$ cat config.mk
export PLATFORM = sky130hd
export DESIGN_NAME = elevator_sched
export DESIGN_NICKNAME = d
export VERILOG_FILES = /design/src/rtl/elevator_pkg.sv /design/src/rtl/elevator_sched_tick_gen.sv /design/src/rtl/elevator_sched.sv
export SDC_FILE = /design/constraint.sdc
export NUM_CORES = 1
export LEC_CHECK = 0
export ABC_CLOCK_PERIOD_IN_PS = 7230
export BUFFER_PORTS_ARGS = -buffer_cell sky130_fd_sc_hd__buf_4
export CAP_MARGIN = 20
export CORE_AREA = 2 2 72 81
export DETAILED_ROUTE_END_ITERATION = 12
export DIE_AREA = 0 0 74 83
export GPL_TIMING_DRIVEN = 1
export PLACE_DENSITY_LB_ADDON = 0.2
export SLEW_MARGIN = 20
export SYNTH_ARGS = -nofsm -noshare
export SYNTH_HDL_FRONTEND = slang
export SYNTH_SLANG_ARGS = --single-unit
export TNS_END_PERCENT = 30
$ cat constraint.sdc
create_clock -name clk -period 7.23 [get_ports clk]
set_clock_uncertainty 0.1 [all_clocks]
set_input_delay 0.723 -clock clk [delete_from_list [all_inputs] [get_ports clk]]
set_output_delay 0.723 -clock clk [all_outputs]
set_load 0.05 [all_outputs]
$ cat src/rtl/elevator_pkg.sv
// Shared definitions for the elevator scheduler slice.
//   state_e       : car sequencer states
//   floor_w()     : width of a floor index for a given floor count
//   TICK_DIV_7HZ  : board clocks per 7 Hz tick at 50 MHz
//   DEFAULT_*     : default travel and door-dwell lengths in ticks
package elevator_pkg;

  typedef enum logic [1:0] {
    IDLE      = 2'd0,
    MOVE_UP   = 2'd1,
    MOVE_DOWN = 2'd2,
    DOOR_OPEN = 2'd3
  } state_e;

  localparam int TICK_DIV_7HZ         = 7142857;
  localparam int DEFAULT_TRAVEL_TICKS = 2;
  localparam int DEFAULT_DOOR_TICKS   = 3;

  // A single-floor building still needs a 1-bit floor port.
  function automatic int floor_w(input int num_floors);
    return (num_floors > 1) ? $clog2(num_floors) : 1;
  endfunction

endpackage

$ cat src/rtl/elevator_sched_tick_gen.sv
// Free-running prescaler producing a one-cycle enable pulse.
//   clk    : board clock
//   rst    : synchronous active-high reset, restarts the count at 0
//   tick_o : high for exactly one cycle every TICK_DIV cycles (count == TICK_DIV-1)
module tick_gen #(
  parameter int TICK_DIV = 4
) (
  input  logic clk,
  input  logic rst,
  output logic tick_o
);

  localparam int              CNT_W    = $clog2(TICK_DIV);
  localparam logic [CNT_W-1:0] CNT_LAST = CNT_W'(TICK_DIV - 1);

  logic [CNT_W-1:0] count_q;
  logic [CNT_W-1:0] count_d;

  always_comb begin
    count_d = (count_q == CNT_LAST) ? '0 : count_q + 1'b1;
  end

  // NOTE: state registers use non-blocking assignments so every flop samples
  // pre-edge values regardless of the order blocks are evaluated.
  always_ff @(posedge clk) begin
    if (rst) begin
      count_q <= '0;
    end else begin
      count_q <= count_d;
    end
  end

  // Decoded from the count, so it is already low in reset (TICK_DIV >= 2).
  assign tick_o = (count_q == CNT_LAST);

endmodule

$ cat src/rtl/elevator_sched.sv
// SCAN floor scheduler and motion sequencer for one elevator car.
//   clk         : board clock
//   rst         : synchronous active-high reset
//   req_i       : hall/cab request bits, one per floor (level or pulse)
//   floor_o     : current car floor
//   dir_up_o    : 1 = travelling up or last travelled up, 0 = down
//   moving_o    : car is travelling between floors
//   door_open_o : door is held open at the current floor
//   pending_o   : latched requests not yet served
//   tick_o      : prescaler enable pulse (debug / display blink)
module elevator_sched
  import elevator_pkg::*;
#(
  parameter int NUM_FLOORS   = 4,
  parameter int TICK_DIV     = TICK_DIV_7HZ,
  parameter int TRAVEL_TICKS = DEFAULT_TRAVEL_TICKS,
  parameter int DOOR_TICKS   = DEFAULT_DOOR_TICKS
) (
  input  logic                             clk,
  input  logic                             rst,
  input  logic [NUM_FLOORS-1:0]            req_i,
  output logic [floor_w(NUM_FLOORS)-1:0]   floor_o,
  output logic                             dir_up_o,
  output logic                             moving_o,
  output logic                             door_open_o,
  output logic [NUM_FLOORS-1:0]            pending_o,
  output logic                             tick_o
);

  localparam int FLOOR_W  = floor_w(NUM_FLOORS);
  localparam int TRAVEL_W = $clog2(TRAVEL_TICKS + 1);
  localparam int DWELL_W  = $clog2(DOOR_TICKS + 1);
  localparam logic [TRAVEL_W-1:0] TRAVEL_LAST = TRAVEL_W'(TRAVEL_TICKS);
  localparam logic [DWELL_W-1:0]  DWELL_LAST  = DWELL_W'(DOOR_TICKS);

  state_e                state_q,   state_d;
  logic [FLOOR_W-1:0]    floor_q,   floor_d;
  logic                  dir_up_q,  dir_up_d;
  logic [NUM_FLOORS-1:0] pending_q, pending_d;
  logic [TRAVEL_W-1:0]   travel_q,  travel_d;
  logic [DWELL_W-1:0]    dwell_q,   dwell_d;

  logic                  tick;
  logic [NUM_FLOORS-1:0] clear_vec;
  logic [FLOOR_W-1:0]    floor_up;
  logic [FLOOR_W-1:0]    floor_dn;
  logic [TRAVEL_W-1:0]   travel_inc;
  logic [DWELL_W-1:0]    dwell_inc;
  logic                  above;
  logic                  below;

  tick_gen #(
    .TICK_DIV (TICK_DIV)
  ) u_tick_gen (
    .clk    (clk),
    .rst    (rst),
    .tick_o (tick)
  );

  function automatic logic any_above(input logic [NUM_FLOORS-1:0] p,
                                     input logic [FLOOR_W-1:0]    f);
    logic r;
    r = 1'b0;
    for (int i = 0; i < NUM_FLOORS; i++) begin
      if (p[i] && (FLOOR_W'(i) > f)) r = 1'b1;
    end
    return r;
  endfunction

  function automatic logic any_below(input logic [NUM_FLOORS-1:0] p,
                                     input logic [FLOOR_W-1:0]    f);
    logic r;
    r = 1'b0;
    for (int i = 0; i < NUM_FLOORS; i++) begin
      if (p[i] && (FLOOR_W'(i) < f)) r = 1'b1;
    end
    return r;
  endfunction

  assign floor_up   = floor_q + 1'b1;
  assign floor_dn   = floor_q - 1'b1;
  assign travel_inc = travel_q + 1'b1;
  assign dwell_inc  = dwell_q + 1'b1;
  assign above      = any_above(pending_q, floor_q);
  assign below      = any_below(pending_q, floor_q);

  // NOTE: every signal written here gets a default first, so no path through
  // the case/if tree can leave it unassigned and infer a latch.
  always_comb begin
    state_d   = state_q;
    floor_d   = floor_q;
    dir_up_d  = dir_up_q;
    travel_d  = travel_q;
    dwell_d   = dwell_q;
    clear_vec = '0;

    case (state_q)
      IDLE: begin
        // SCAN: keep the last direction while anything lies ahead of it.
        if (pending_q[floor_q]) begin
          state_d = DOOR_OPEN;
          dwell_d = '0;
        end else if (dir_up_q && above) begin
          state_d = MOVE_UP;
        end else if (!dir_up_q && below) begin
          state_d = MOVE_DOWN;
        end else if (above) begin
          state_d  = MOVE_UP;
          dir_up_d = 1'b1;
        end else if (below) begin
          state_d  = MOVE_DOWN;
          dir_up_d = 1'b0;
        end
      end

      MOVE_UP: begin
        if (tick) begin
          if (travel_inc == TRAVEL_LAST) begin
            travel_d = '0;
            floor_d  = floor_up;
            // Arrival is judged against the floor just reached.
            if (pending_q[floor_up]) begin
              state_d = DOOR_OPEN;
              dwell_d = '0;
            end else if (!any_above(pending_q, floor_up)) begin
              state_d = IDLE;
            end
          end else begin
            travel_d = travel_inc;
          end
        end
      end

      MOVE_DOWN: begin
        if (tick) begin
          if (travel_inc == TRAVEL_LAST) begin
            travel_d = '0;
            floor_d  = floor_dn;
            if (pending_q[floor_dn]) begin
              state_d = DOOR_OPEN;
              dwell_d = '0;
            end else if (!any_below(pending_q, floor_dn)) begin
              state_d = IDLE;
            end
          end else begin
            travel_d = travel_inc;
          end
        end
      end

      DOOR_OPEN: begin
        // A fresh press at this floor holds the door for a full dwell again.
        if (req_i[floor_q]) begin
          dwell_d = '0;
        end else if (tick) begin
          if (dwell_inc == DWELL_LAST) begin
            dwell_d = '0;
            state_d = IDLE;
          end else begin
            dwell_d = dwell_inc;
          end
        end
      end

      default: state_d = IDLE;
    endcase

    // The served floor is cleared on the entry cycle and throughout the
    // dwell; clearing after the OR lets a clear beat a simultaneous request.
    if ((state_q == DOOR_OPEN) || (state_d == DOOR_OPEN)) begin
      clear_vec[floor_d] = 1'b1;
    end
    pending_d = (pending_q | req_i) & ~clear_vec;
  end

  always_ff @(posedge clk) begin
    if (rst) begin
      state_q   <= IDLE;
      floor_q   <= '0;
      dir_up_q  <= 1'b1;
      pending_q <= '0;
      travel_q  <= '0;
      dwell_q   <= '0;
    end else begin
      state_q   <= state_d;
      floor_q   <= floor_d;
      dir_up_q  <= dir_up_d;
      pending_q <= pending_d;
      travel_q  <= travel_d;
      dwell_q   <= dwell_d;
    end
  end

  assign floor_o     = floor_q;
  assign dir_up_o    = dir_up_q;
  assign moving_o    = (state_q == MOVE_UP) || (state_q == MOVE_DOWN);
  assign door_open_o = (state_q == DOOR_OPEN);
  assign pending_o   = pending_q;
  assign tick_o      = tick;

endmodule

# Yosys cells after proc, flatten, opt, wreduce, memory -nomap -nowiden
# Cells that the tools add are included.
# word_totals
reg_bits	36
in_bits	6
output_inout_bits	10
word_cells	154
# op_classes
n_addsub	5
magnitude_cmp	21
n_eq_ne	15
mux	71
bitwise_logic	6
reduce_logical	29
# op_table
cell	n
2-bit two-way mux	31
1-bit two-way mux	31
23-bit by 1-bit adder with 23-bit output (second input constant)	1
23-bit equality test (second input constant)	1
1-bit logical AND	19
2-bit one-hot mux with 4 select lines	2
2-bit inequality test (second input constant)	7
2-bit by 3-bit < comparator with 1-bit output (second input constant)	4
2-bit equality test (second input constant)	5
1-bit binary-select mux with 2-bit select	4
1-bit by 2-bit > comparator with 1-bit output (first input constant)	4
2-bit > comparator (first input constant)	4
1-bit by 2-bit < comparator with 1-bit output (first input constant)	4
2-bit < comparator (first input constant)	4
8-bit AND reduction	1
2-bit by 1-bit adder with 2-bit output (second input constant)	3
5-bit AND reduction	1
4-bit AND	1
4-bit two-way mux	1
4-bit NOT	1
4-bit OR	1
2-bit one-hot mux with 2 select lines	1
2-bit OR reduction	2
3-bit by 1-bit inequality test with 1-bit output (second input constant)	1
10 further kinds	13

# Logic depth before layout (Yosys ltp)
# Gate-level depths: netlist of run 1.
# depth
word_depth	21
mapped_depth	9
depth_no_buf	8

# By module
# From an unflattened synthesis of run 1, not the netlist that was laid out.
# unflattened
hier_cells	252
area_unflattened_um2	2195.9
# modules_own_cells
module	instances	cells_each	area_per_inst_um2	seq_area_each_um2
elevator_sched	1	125	1098.6	260.2
tick_gen	1	127	1097.3	460.4

# Worst setup path before layout of run 1
# Ideal clock, no wire load.
# synth_path
path_type	reg2reg
from	register floor_q[0] (netlist: floor_o[0])
to	register pending_q[0] (netlist: pending_o[0])
arrival_time_ns	2.760
required_time_ns	7.039
slack_ns	4.279
stages_incl_launch_ff	10
path_cell_list	dfxtp_1 -> buf_6 -> inv_1 -> ha_1 -> mux4_2 -> a22oi_1 -> nor4_1 -> or3_1 -> a2bb2oi_1 -> a311oi_1
# synth_via
elab_chain_cells	21
# synth_lines
element	line_no	source
start: declaration	elevator_sched.sv:37	logic [FLOOR_W-1:0] floor_q, floor_d;
start signal: assignment	elevator_sched.sv:186	floor_q <= floor_d;
2-bit by 1-bit subtractor with 2-bit output / 2-bit by 1-bit adder with 2-bit output (equally long branches)	elevator_sched.sv:81, elevator_sched.sv:80	
1-bit by 2-bit < comparator with 1-bit output / 1-bit by 2-bit > comparator with 1-bit output (equally long branches)	elevator_sched.sv:75, elevator_sched.sv:65	
1-bit logical AND, on equally long branches	elevator_sched.sv:75, elevator_sched.sv:65	
1-bit two-way mux, on equally long branches (4 in a row)	elevator_sched.sv:75, elevator_sched.sv:65	
1-bit two-way mux, on equally long branches	elevator_sched.sv:139, elevator_sched.sv:122	
1-bit two-way mux, on equally long branches	elevator_sched.sv:136, elevator_sched.sv:118	
1-bit two-way mux, on equally long branches	elevator_sched.sv:135, elevator_sched.sv:117	
1-bit two-way mux	elevator_sched.sv:97	case (state_q)
(+2 left out)	--	
2-bit two-way mux, on equally long branches	elevator_sched.sv:136, elevator_sched.sv:118	
2-bit two-way mux, on equally long branches	elevator_sched.sv:135, elevator_sched.sv:117	
2-bit one-hot mux with 4 select lines	elevator_sched.sv:97	
2-bit equality test	elevator_sched.sv:170	if ((state_q == DOOR_OPEN) || (state_d == DOOR_OPEN)) begin
1-bit logical OR	elevator_sched.sv:170	
4-bit two-way mux (*)	elevator_sched.sv:170	
4-bit NOT (*)	elevator_sched.sv:173	pending_d = (pending_q | req_i) & ~clear_vec;
4-bit AND (*)	elevator_sched.sv:173	
end signal: assignment	elevator_sched.sv:188	pending_q <= pending_d;
end: declaration	elevator_sched.sv:39	logic [NUM_FLOORS-1:0] pending_q, pending_d;
# Mark *: on every way between the ends. The rest lies on a longest branch, timed or not. The select of a mux whose other input is x is not followed.
# A chain may end at the register's enable or synchronous reset.

# Worst setup path after layout of run 1
# Ends and elaborated chain as after synthesis.

==> results of run 1 <==
[cells in the mapped netlist, drive strengths merged (2+ instances only)]
library cell and number:
ha 12, xnor2 5, nor2 36, or4 2
o21ai 7, nor3b 2, and2 4, and3 4
a221oi 3, nor2b 3, o41ai 2, nand4 6
a311oi 5, o221ai 2, clkbuf 6, or2 3
dfxtp 36, inv 13, mux4 4, and4 4
nand2 21, nand3 12, a21oi 5, nand2b 6
xor2 17, nor3 3
[logic make-up after synthesis]
family,after synthesis,share of synthesized area
AO/OA/AOI/OAI,32,0.112
XOR/XNOR,22,0.0930
adder cells (fa/ha/maj),12,0.0725
buffers and inverters,20,0.0399
flip-flops,36,0.348
multiplexers,5,0.0502
AND/OR/NAND/NOR,110,0.285
[layer usage]
layer	wire length [microns]	share of wire	vias to the layer above	GRT usage
li1	-	-	862	-
met1	1920	0.46	791	0.195
met2	2120	0.50	15	0.255
met3	116	0.028	4	0.0352
met4	59	0.014	0	0.0479
met5	0	0	-	0
[sequential cells by signal (all words and copies together), names as in the netlist]
name                count
dir_up_o                1
dwell_q                 2
floor_o                 2
pending_o               4
state_q                 2
travel_q                2
u_tick_gen.count_q     23
[stage by stage]
| step | area, sq um | power (W) | worst slack [ns] | utilization | hold WS, ns |
|---|---|---|---|---|---|
| 2_1_floorplan | 2070 | 0.000387 | 4.28 | - | 0.330 |
| 3_3_place_gp | 2240 | 0.000442 | 4.36 | 0.424 | 0.346 |
| 3_5_place_dp | 2240 | 0.000439 | 4.29 | 0.424 | 0.357 |
| 4_1_cts | 2370 | 0.000634 | 4.26 | 0.448 | 0.368 |
| 5_1_grt | 2370 | 0.000668 | 4.00 | 0.448 | 0.404 |
| 6_report | 2370 | 0.000627 | 4.28 | 0.448 | 0.362 |
[where the power goes]
group	switching, W	internal (W)	total, W
clock network	0.0000690	0.000122	0.000191
registers	0.0000169	0.000209	0.000226
logic	0.000132	0.0000780	0.000210
total	0.000218	0.000409	0.000627
[final timing paths]
check,cells past startpoint,from,endpoint
worst min register to register,2,travel_q[1],travel_q[1]
worst min-delay path,2,travel_q[1],travel_q[1]
worst max register to register,8,floor_o[0],pending_o[0]
worst max-delay path,8,floor_o[0],pending_o[0]
[critical path: stages (launching register included)]
cell and delay [ns]:
sky130_fd_sc_hd__dfxtp_1 0.63, sky130_fd_sc_hd__inv_1 0.17, sky130_fd_sc_hd__ha_1 0.42, sky130_fd_sc_hd__mux4_2 0.54
sky130_fd_sc_hd__a22oi_1 0.15, sky130_fd_sc_hd__nor4_1 0.09, sky130_fd_sc_hd__or3_1 0.31, sky130_fd_sc_hd__a2bb2oi_1 0.18
sky130_fd_sc_hd__a311oi_1 0.27
[cell type report]
class | count | area, sq um | share of cell area
multi-input cells | 181 | 1270 | 0.535
flip-flops and latches | 36 | 721 | 0.304
repair buffers | 15 | 113 | 0.0475
clock buffers | 7 | 96.3 | 0.0407
well taps | 75 | 93.8 | 0.0396
inverters | 13 | 48.8 | 0.0206
clock inverters | 1 | 30.0 | 0.0127
==> metrics.txt, run 1 <==
# TYPE chip_impl_metric gauge
chip_impl_metric{name="detailedPlacementHpwl",unit="mm"} 3.14
chip_impl_metric{name="via_count",unit=""} 1672
chip_impl_metric{name="max_cap_violations",unit=""} 0
chip_impl_info{name="yosys_most_used_dff",value="sky130_fd_sc_hd__dfxtp_1"} 1
chip_impl_metric{name="detail_route.vias_per_cell",unit=""} 5.10
chip_impl_metric{name="cts_sinks",unit=""} 36
chip_impl_metric{name="synth_largest_type_area_fraction",unit=""} 0.348
chip_impl_metric{name="number_of_antenna_violating_nets_in_the_routed_design",unit=""} 0
chip_impl_metric{name="synth_cell_types",unit=""} 44
chip_impl_info{name="synth_area_leaders",value="sky130_fd_sc_hd__dfxtp_1, sky130_fd_sc_hd__ha_1, sky130_fd_sc_hd__xor2_1"} 1
chip_impl_info{name="layout_commonest_cell",value="sky130_fd_sc_hd__dfxtp_1"} 1
chip_impl_metric{name="post-cts-setup-buffers",unit=""} 0
chip_impl_metric{name="number_of_remaining_drc_errors",unit=""} 0
chip_impl_info{name="critPathKind",value="flop to flop"} 1
chip_impl_metric{name="n_fill_cell",unit=""} 538
chip_impl_metric{name="synthArstFlopShare",unit=""} 0
chip_impl_metric{name="cts.hold.buffers_added",unit=""} 0
chip_impl_metric{name="sequential_element_share_of_the_synthesized_area",unit=""} 0.348
chip_impl_info{name="clock_tree_root_buffer_cell",value="sky130_fd_sc_hd__clkbuf_8"} 1
chip_impl_metric{name="clkLatencyLatePin",unit="ns"} 0.28
chip_impl_metric{name="ir_worst_vdd",unit="V"} 0.000125
chip_impl_metric{name="synth.avg_cell_area",unit="sq um"} 8.74
chip_impl_metric{name="cts_buffer_depth",unit=""} 2
chip_impl_metric{name="routed_wirelength",unit="mm"} 4.21
chip_impl_metric{name="finalWeightedCongestion",unit=""} 0.765
chip_impl_metric{name="final_max_slew_viol_count",unit=""} 0
chip_impl_metric{name="numCtsBuffers",unit=""} 5
chip_impl_metric{name="initial_core_utilization",unit=""} 0.391
chip_impl_metric{name="placement_rows",unit=""} 28
chip_impl_metric{name="portBuffers",unit=""} 15
chip_impl_metric{name="cts_resized",unit=""} 0
chip_impl_metric{name="slew_headroom",unit=""} 0.666
chip_impl_metric{name="die_area",unit="sq um"} 6140
chip_impl_info{name="worst_hold_path_type",value="flop to flop"} 1
chip_impl_metric{name="wl_per_cell",unit="microns"} 12.8
chip_impl_metric{name="top_level_ports",unit=""} 16
chip_impl_metric{name="synth.yosys.warnings",unit=""} 0
chip_impl_metric{name="grt_pass1_wl",unit="mm"} 7.61
chip_impl_metric{name="final-setup-viol-count",unit=""} 0
chip_impl_info{name="endpoint_kind",value="flop"} 1
chip_impl_info{name="synth_top_area_cell",value="sky130_fd_sc_hd__dfxtp_1"} 1
chip_impl_metric{name="setup.reg_to_reg.worst_slack",unit="ns"} 4.28
chip_impl_metric{name="mappedNetlistNets",unit=""} 255
chip_impl_metric{name="fp.dieW",unit="microns"} 74
chip_impl_metric{name="grt_pass1_vias",unit=""} 1655
chip_impl_info{name="rsz_0062_raised_after_global_routing",value="no"} 1
chip_impl_metric{name="dr.first_iter.drc_count",unit=""} 102
chip_impl_metric{name="worstPathRequired",unit="ns"} 7.32
chip_impl_metric{name="antenna_found_initial",unit=""} 0
chip_impl_metric{name="fin_hold_viols",unit=""} 0
chip_impl_metric{name="cellLeakagePower",unit="nW"} 0.920
chip_impl_metric{name="final_cells",unit=""} 328
chip_impl_metric{name="post_route_fraction_of_the_period_consumed_by_the_critical_path",unit=""} 0.408
chip_impl_metric{name="path_max_fanout",unit=""} 12
chip_impl_metric{name="firstDrtPassIters",unit=""} 4
chip_impl_metric{name="die-height",unit="microns"} 83
chip_impl_metric{name="synth_seq_cells",unit=""} 36
chip_impl_metric{name="post_synth_instance_area",unit="sq um"} 2070
chip_impl_metric{name="grt.total_usage",unit=""} 0.154
chip_impl_metric{name="coreArea",unit="sq um"} 5290
chip_impl_metric{name="clkSlewWorstSetupHoldPaths",unit="ns"} 0.07
chip_impl_metric{name="aggregate_negative_setup_slack",unit="ns"} 0
chip_impl_metric{name="worst-slew-pin-transition",unit="ns"} 0.499
chip_impl_metric{name="layout-drive-gt1-share",unit=""} 0.130
chip_impl_metric{name="final_worst_path_period_need",unit="ns"} 2.95
chip_impl_info{name="layout_common_cells",value="sky130_fd_sc_hd__dfxtp_1, sky130_fd_sc_hd__nor2_1, sky130_fd_sc_hd__nand2_1"} 1
chip_impl_metric{name="fmax",unit="GHz"} 0.339
chip_impl_metric{name="synth-edff-count",unit=""} 0
chip_impl_metric{name="p_per_area",unit="nW/um^2"} 265
chip_impl_metric{name="placed_cells",unit=""} 320
chip_impl_info{name="start_kind",value="flop"} 1
chip_impl_metric{name="layout_overhead_on_the_synthesized_area",unit="%"} 14.4
chip_impl_info{name="status",value="completed"} 1
chip_impl_metric{name="critical_path_arrival",unit="ns"} 3.04
chip_impl_metric{name="antenna-diode-count",unit=""} 0
chip_impl_metric{name="maximum_number_of_pins_on_one_net_before_global_route_repair",unit=""} 24
chip_impl_metric{name="cts_htree_levels",unit=""} 2
chip_impl_metric{name="postSynthCellCount",unit=""} 237
chip_impl_metric{name="aggregate_global_routing_overflow",unit=""} 0
chip_impl_info{name="cts_tree",value="built"} 1
chip_impl_metric{name="num-nets-final",unit=""} 270
(Power assumes the default switching activity.)
==> run 2, diff against run 1 <==
Settings changed: ABC_CLOCK_PERIOD_IN_PS 7230 to 2800.
Clock period 7.23 ns to 2.8 ns, I/O delays scaled along.
==> metrics.txt, run 2 (same netlist as run 1, synthesis figures left out) <==
# TYPE chip_impl_metric gauge
chip_impl_metric{name="antenna_found_initial",unit=""} 0
chip_impl_metric{name="max_cap_violations",unit=""} 0
chip_impl_metric{name="die_area",unit="sq um"} 6140
chip_impl_metric{name="initial_core_utilization",unit=""} 0.391
chip_impl_metric{name="cts.hold.buffers_added",unit=""} 0
chip_impl_metric{name="preCtsSetupSlack",unit="ns"} 0.139
chip_impl_metric{name="clkLatencyLatePin",unit="ns"} 0.29
chip_impl_metric{name="layout_overhead_on_the_synthesized_area",unit="%"} 12.9
chip_impl_metric{name="critical_path_arrival",unit="ns"} 2.77
chip_impl_metric{name="clkSlewWorstSetupHoldPaths",unit="ns"} 0.07
chip_impl_metric{name="maximum_number_of_pins_on_one_net_before_global_route_repair",unit=""} 24
chip_impl_info{name="top_register_by_number_of_flip_flops",value="u_tick_gen.count_q"} 1
chip_impl_metric{name="path_max_fanout",unit=""} 10
chip_impl_metric{name="aggregate_negative_setup_slack",unit="ns"} 0
chip_impl_info{name="rsz_0062_raised_after_global_routing",value="no"} 1
chip_impl_metric{name="fin_hold_viols",unit=""} 0
chip_impl_metric{name="placement_rows",unit=""} 28
chip_impl_metric{name="report.power.total",unit="W"} 0.00149
chip_impl_info{name="layout_commonest_cell",value="sky130_fd_sc_hd__nor2_1"} 1
chip_impl_metric{name="grt.total_usage",unit=""} 0.145
chip_impl_metric{name="routed_wirelength",unit="mm"} 4.19
chip_impl_info{name="critPathKind",value="flop to flop"} 1
chip_impl_metric{name="timing.hold.ws",unit="ns"} 0.175
chip_impl_info{name="worst_hold_path_type",value="input pin to flop"} 1
chip_impl_info{name="regToRegEndpoint",value="pending_o[2]"} 1
chip_impl_metric{name="fmax",unit="GHz"} 0.374
chip_impl_metric{name="setup.reg_to_reg.worst_slack",unit="ns"} 0.12
chip_impl_metric{name="holdPathStages",unit=""} 2
chip_impl_metric{name="number_of_antenna_violating_nets_in_the_routed_design",unit=""} 0
chip_impl_metric{name="firstDrtPassIters",unit=""} 4
chip_impl_metric{name="grt_pass1_vias",unit=""} 1531
chip_impl_metric{name="via_count",unit=""} 1686
chip_impl_metric{name="cts_resized",unit=""} 0
chip_impl_metric{name="final_max_slew_viol_count",unit=""} 0
chip_impl_metric{name="detailedPlacementHpwl",unit="mm"} 3.04
chip_impl_metric{name="layout-drive-gt1-share",unit=""} 0.142
chip_impl_metric{name="num-nets-final",unit=""} 271
chip_impl_metric{name="wl_per_cell",unit="microns"} 12.8
chip_impl_metric{name="ir_worst_vdd",unit="V"} 0.000261
chip_impl_metric{name="post-cts-setup-buffers",unit=""} 0
chip_impl_metric{name="worstPathRequired",unit="ns"} 2.90
chip_impl_info{name="cts_tree",value="built"} 1
chip_impl_metric{name="min_setup_slack_post_route",unit="ns"} 0.125
chip_impl_metric{name="worst-slew-pin-transition",unit="ns"} 0.505
chip_impl_metric{name="antenna-diode-count",unit=""} 0
chip_impl_metric{name="portBuffers",unit=""} 15
chip_impl_info{name="critPathLaunch",value="floor_o[1]"} 1
chip_impl_info{name="layout_common_cells",value="sky130_fd_sc_hd__nor2_1, sky130_fd_sc_hd__dfxtp_1, sky130_fd_sc_hd__nand2_1"} 1
chip_impl_metric{name="final-setup-viol-count",unit=""} 0
chip_impl_metric{name="die-height",unit="microns"} 83
chip_impl_metric{name="timing.reg2reg.worst_path_depth",unit=""} 8
chip_impl_metric{name="slew_headroom",unit=""} 0.660
chip_impl_metric{name="number_of_remaining_drc_errors",unit=""} 0
chip_impl_metric{name="top_level_ports",unit=""} 16
chip_impl_metric{name="cellLeakagePower",unit="nW"} 0.901
chip_impl_metric{name="numCtsBuffers",unit=""} 5
chip_impl_metric{name="max_reg_flops",unit=""} 23
chip_impl_metric{name="cts_buffer_depth",unit=""} 2
chip_impl_info{name="source_of_the_worst_hold_timing_path",value="rst"} 1
chip_impl_metric{name="post_route_fraction_of_the_period_consumed_by_the_critical_path",unit=""} 0.955
chip_impl_info{name="endpoint_kind",value="flop"} 1
chip_impl_info{name="start_kind",value="flop"} 1
chip_impl_metric{name="fp.dieW",unit="microns"} 74
chip_impl_metric{name="p_per_area",unit="nW/um^2"} 636
chip_impl_info{name="clock_tree_root_buffer_cell",value="sky130_fd_sc_hd__clkbuf_8"} 1
chip_impl_metric{name="final_worst_path_period_need",unit="ns"} 2.68
chip_impl_metric{name="grt_pass1_wl",unit="mm"} 7.05
chip_impl_info{name="status",value="completed"} 1
chip_impl_metric{name="dr.first_iter.drc_count",unit=""} 131
chip_impl_metric{name="aggregate_global_routing_overflow",unit=""} 0
chip_impl_metric{name="cts_htree_levels",unit=""} 2
chip_impl_metric{name="cts_sinks",unit=""} 36
chip_impl_info{name="hold-path-endpoint",value="floor_o[1]"} 1
chip_impl_info{name="regToRegStartpoint",value="floor_o[1]"} 1
chip_impl_metric{name="detail_route.vias_per_cell",unit=""} 5.14
chip_impl_metric{name="finalWeightedCongestion",unit=""} 0.789
chip_impl_metric{name="coreArea",unit="sq um"} 5290
[run 2: worst max path at each step]
stage	to	slack, ns	cells past startpoint
6_report	pending_o[2]	0.12	8
5_1_grt	pending_o[2]	0.005	8
3_3_place_gp	pending_o[0]	0.20	8
3_5_place_dp	pending_o[0]	0.14	8
2_1_floorplan	pending_o[0]	0.06	9
4_1_cts	pending_o[0]	0.11	8
[run 2: power breakdown]
| group | switching, W | internal, W |
|---|---|---|
| logic | 0.000344 | 0.000202 |
| clock network | 0.000187 | 0.000168 |
| registers | 0.0000460 | 0.000540 |
[run 2: cell type report]
class                           instances  area [sq um]
Multi-Input combinational cell        181          1270
Sequential cell                        36           723
Fill cell                             513          2950
Timing Repair Buffer                   16           120
Clock buffer                            5          68.8
Tap cell                               75          93.8
Inverter                               13          48.8
Clock inverter                          2          12.5
[run 2: metrics by stage]
step / util / instances / instance area, sq um
after global placement: 0.426 / 321 / 2250
after floorplan: - / 237 / 2070
after global routing: 0.442 / 328 / 2340
after CTS: 0.441 / 328 / 2330
after detailed placement: 0.426 / 321 / 2250
final: 0.442 / 328 / 2340
[run 2: routing by layer]
| layer | GRT usage | wire [microns] | up-vias |
|---|---|---|---|
| li1 | - | - | 865 |
| met1 | 0.176 | 1820 | 780 |
| met2 | 0.245 | 2090 | 34 |
| met3 | 0.0364 | 201 | 7 |
| met4 | 0.0496 | 65 | 0 |
| met5 | 0 | 0 | - |
[run 2: critical path: stages, from the launching register on]
cell                        delay, ns
sky130_fd_sc_hd__dfxtp_2         0.44
sky130_fd_sc_hd__inv_1           0.11
sky130_fd_sc_hd__ha_2            0.39
sky130_fd_sc_hd__mux4_2          0.52
sky130_fd_sc_hd__a22oi_1         0.15
sky130_fd_sc_hd__nor4_1          0.10
sky130_fd_sc_hd__or3_1           0.32
sky130_fd_sc_hd__a2bb2oi_1       0.18
sky130_fd_sc_hd__a311oi_1        0.28
==> run 3, diff against run 2 <==
Settings changed: ABC_CLOCK_PERIOD_IN_PS 2800 to 2900.
Clock period 2.8 ns to 2.9 ns, I/O delays scaled along.
==> metrics.txt, run 3 (same netlist as run 1, synthesis figures left out) <==
# TYPE chip_impl_metric gauge
chip_impl_metric{name="setup.reg_to_reg.worst_slack",unit="ns"} 0.20
chip_impl_metric{name="post-cts-setup-buffers",unit=""} 0
chip_impl_metric{name="aggregate_global_routing_overflow",unit=""} 0
chip_impl_info{name="source_of_the_worst_hold_timing_path",value="rst"} 1
chip_impl_info{name="layout_commonest_cell",value="sky130_fd_sc_hd__nor2_1"} 1
chip_impl_info{name="regToRegEndpoint",value="pending_o[0]"} 1
chip_impl_metric{name="cts_htree_levels",unit=""} 2
chip_impl_metric{name="cts_resized",unit=""} 0
chip_impl_metric{name="cpPeakStageDelay",unit="ns"} 0.54
chip_impl_info{name="rsz_0062_raised_after_global_routing",value="no"} 1
chip_impl_metric{name="post_dp_cell_area",unit="sq um"} 2250
chip_impl_metric{name="placement_rows",unit=""} 28
chip_impl_metric{name="worst-path-buf-inv",unit=""} 1
chip_impl_info{name="critPathKind",value="flop to flop"} 1
chip_impl_info{name="clock_tree_root_buffer_cell",value="sky130_fd_sc_hd__clkbuf_8"} 1
chip_impl_metric{name="portBuffers",unit=""} 15
chip_impl_metric{name="clkLatencyLatePin",unit="ns"} 0.29
chip_impl_metric{name="grt.total_usage",unit=""} 0.154
chip_impl_metric{name="fp.dieW",unit="microns"} 74
chip_impl_metric{name="detail_route.vias_per_cell",unit=""} 5.12
chip_impl_metric{name="fin_hold_viols",unit=""} 0
chip_impl_metric{name="cts.hold.buffers_added",unit=""} 0
chip_impl_info{name="crit_slowest_cell",value="sky130_fd_sc_hd__mux4_2"} 1
chip_impl_metric{name="wl_per_cell",unit="microns"} 13.1
chip_impl_metric{name="number_of_remaining_drc_errors",unit=""} 0
chip_impl_metric{name="holdPathStages",unit=""} 2
chip_impl_metric{name="numCtsBuffers",unit=""} 5
chip_impl_metric{name="max_cap_violations",unit=""} 0
chip_impl_metric{name="number_of_antenna_violating_nets_in_the_routed_design",unit=""} 0
chip_impl_metric{name="top_level_ports",unit=""} 16
chip_impl_metric{name="max_reg_flops",unit=""} 23
chip_impl_metric{name="worstPathRequired",unit="ns"} 2.99
chip_impl_metric{name="critical_path_arrival",unit="ns"} 2.79
chip_impl_metric{name="detailedPlacementHpwl",unit="mm"} 3.14
chip_impl_metric{name="seq_area",unit="sq um"} 723
chip_impl_metric{name="final-setup-viol-count",unit=""} 0
chip_impl_metric{name="p_per_area",unit="nW/um^2"} 618
chip_impl_metric{name="preCtsSetupSlack",unit="ns"} 0.240
chip_impl_metric{name="path_max_fanout",unit=""} 10
chip_impl_metric{name="firstDrtPassIters",unit=""} 4
chip_impl_metric{name="antenna-diode-count",unit=""} 0
chip_impl_metric{name="grt_pass1_wl",unit="mm"} 7.51
chip_impl_metric{name="worst-slew-pin-transition",unit="ns"} 0.456
chip_impl_info{name="series_of_cell_instances_along_the_critical_path",value="inv_1 > ha_1 > mux4_2 > a22oi_1 > nor4_1 > or3_1 > a2bb2oi_1 > a311oi_1"} 1
chip_impl_metric{name="multi_input_area",unit="sq um"} 1270
chip_impl_info{name="top_register_by_number_of_flip_flops",value="u_tick_gen.count_q"} 1
chip_impl_info{name="endpoint_kind",value="flop"} 1
chip_impl_metric{name="maximum_number_of_pins_on_one_net_before_global_route_repair",unit=""} 24
chip_impl_metric{name="finalWeightedCongestion",unit=""} 0.782
chip_impl_metric{name="routed_wirelength",unit="mm"} 4.32
chip_impl_metric{name="layout_overhead_on_the_synthesized_area",unit="%"} 13.1
chip_impl_metric{name="slew_headroom",unit=""} 0.693
chip_impl_metric{name="initial_core_utilization",unit=""} 0.391
chip_impl_metric{name="n_fill_cell",unit=""} 534
chip_impl_info{name="path_delay_family",value="compound AO/OA/AOI/OAI gates"} 1
chip_impl_metric{name="timing.reg2reg.worst_path_depth",unit=""} 8
chip_impl_metric{name="grt_pass1_vias",unit=""} 1619
chip_impl_metric{name="post_route_fraction_of_the_period_consumed_by_the_critical_path",unit=""} 0.929
chip_impl_info{name="regToRegStartpoint",value="floor_o[1]"} 1
chip_impl_metric{name="final_worst_path_period_need",unit="ns"} 2.70
chip_impl_metric{name="min_setup_slack_post_route",unit="ns"} 0.205
chip_impl_metric{name="dr.first_iter.drc_count",unit=""} 77
chip_impl_metric{name="cts_buffer_depth",unit=""} 2
chip_impl_metric{name="clkSlewWorstSetupHoldPaths",unit="ns"} 0.08
chip_impl_metric{name="layout-drive-gt1-share",unit=""} 0.142
chip_impl_metric{name="coreArea",unit="sq um"} 5290
chip_impl_metric{name="aggregate_negative_setup_slack",unit="ns"} 0
chip_impl_info{name="cts_tree",value="built"} 1
chip_impl_metric{name="finalInstanceArea",unit="sq um"} 2340
chip_impl_metric{name="antenna_found_initial",unit=""} 0
chip_impl_metric{name="ir_worst_vdd",unit="V"} 0.000253
chip_impl_metric{name="timing.hold.ws",unit="ns"} 0.193
chip_impl_metric{name="die-height",unit="microns"} 83
chip_impl_metric{name="final_max_slew_viol_count",unit=""} 0
chip_impl_metric{name="num-nets-final",unit=""} 271
chip_impl_info{name="status",value="completed"} 1
chip_impl_info{name="start_kind",value="flop"} 1
chip_impl_metric{name="die_area",unit="sq um"} 6140
chip_impl_info{name="layout_common_cells",value="sky130_fd_sc_hd__nor2_1, sky130_fd_sc_hd__dfxtp_1, sky130_fd_sc_hd__nand2_1"} 1
chip_impl_metric{name="fmax",unit="GHz"} 0.371
chip_impl_metric{name="cts_sinks",unit=""} 36
chip_impl_metric{name="via_count",unit=""} 1684
chip_impl_info{name="worst_hold_path_type",value="input pin to flop"} 1
chip_impl_info{name="hold-path-endpoint",value="dwell_q[1]"} 1
chip_impl_metric{name="cellLeakagePower",unit="nW"} 0.910
-- run 3: routing by layer --
layer | up-vias | GRT usage | share of wire
met5 | - | 0 | 0
met4 | 0 | 0.0562 | 0.022
met2 | 15 | 0.256 | 0.49
li1 | 859 | - | -
met1 | 802 | 0.191 | 0.46
met3 | 8 | 0.0352 | 0.025
-- run 3: worst reg2reg max path: stages (launching register included) --
cell and delay, ns:
sky130_fd_sc_hd__dfxtp_2 0.43, sky130_fd_sc_hd__inv_1 0.10, sky130_fd_sc_hd__ha_1 0.40, sky130_fd_sc_hd__mux4_2 0.54, sky130_fd_sc_hd__a22oi_1 0.16, sky130_fd_sc_hd__nor4_1 0.10
sky130_fd_sc_hd__or3_1 0.31, sky130_fd_sc_hd__a2bb2oi_1 0.18, sky130_fd_sc_hd__a311oi_1 0.28
-- run 3: how the worst max path moves through the flow --
stage / from / slack [ns] / to / depth (start not counted)
2_1_floorplan: floor_o[0] / 0.16 / pending_o[0] / 9
3_3_place_gp: floor_o[1] / 0.30 / pending_o[2] / 8
3_5_place_dp: floor_o[1] / 0.24 / pending_o[0] / 8
4_1_cts: floor_o[1] / 0.21 / pending_o[0] / 8
5_1_grt: floor_o[1] / 0.05 / pending_o[0] / 8
6_report: floor_o[1] / 0.20 / pending_o[0] / 8
-- run 3: report_power, final --
part           internal [W]  switching (W)  total, W
Sequential         0.000521      0.0000429  0.000564
Combinational      0.000195       0.000335  0.000530
Clock              0.000167       0.000184  0.000351
Total              0.000883       0.000562   0.00145
-- run 3: cell type report --
class,count,share of cell area
multi-input cells,181,0.541
flip-flops and latches,36,0.309
repair buffers,16,0.0513
well taps,75,0.0401
clock buffers,5,0.0294
inverters,13,0.0208
clock inverters,3,0.00802
-- run 3: through the flow --
step	total power, W	cells	utilization
after global placement	0.00111	321	0.426
final	0.00145	329	0.443
after detailed placement	0.00110	321	0.426
after global routing	0.00154	329	0.443
after floorplan	0.000965	237	-
after CTS	0.00146	329	0.443
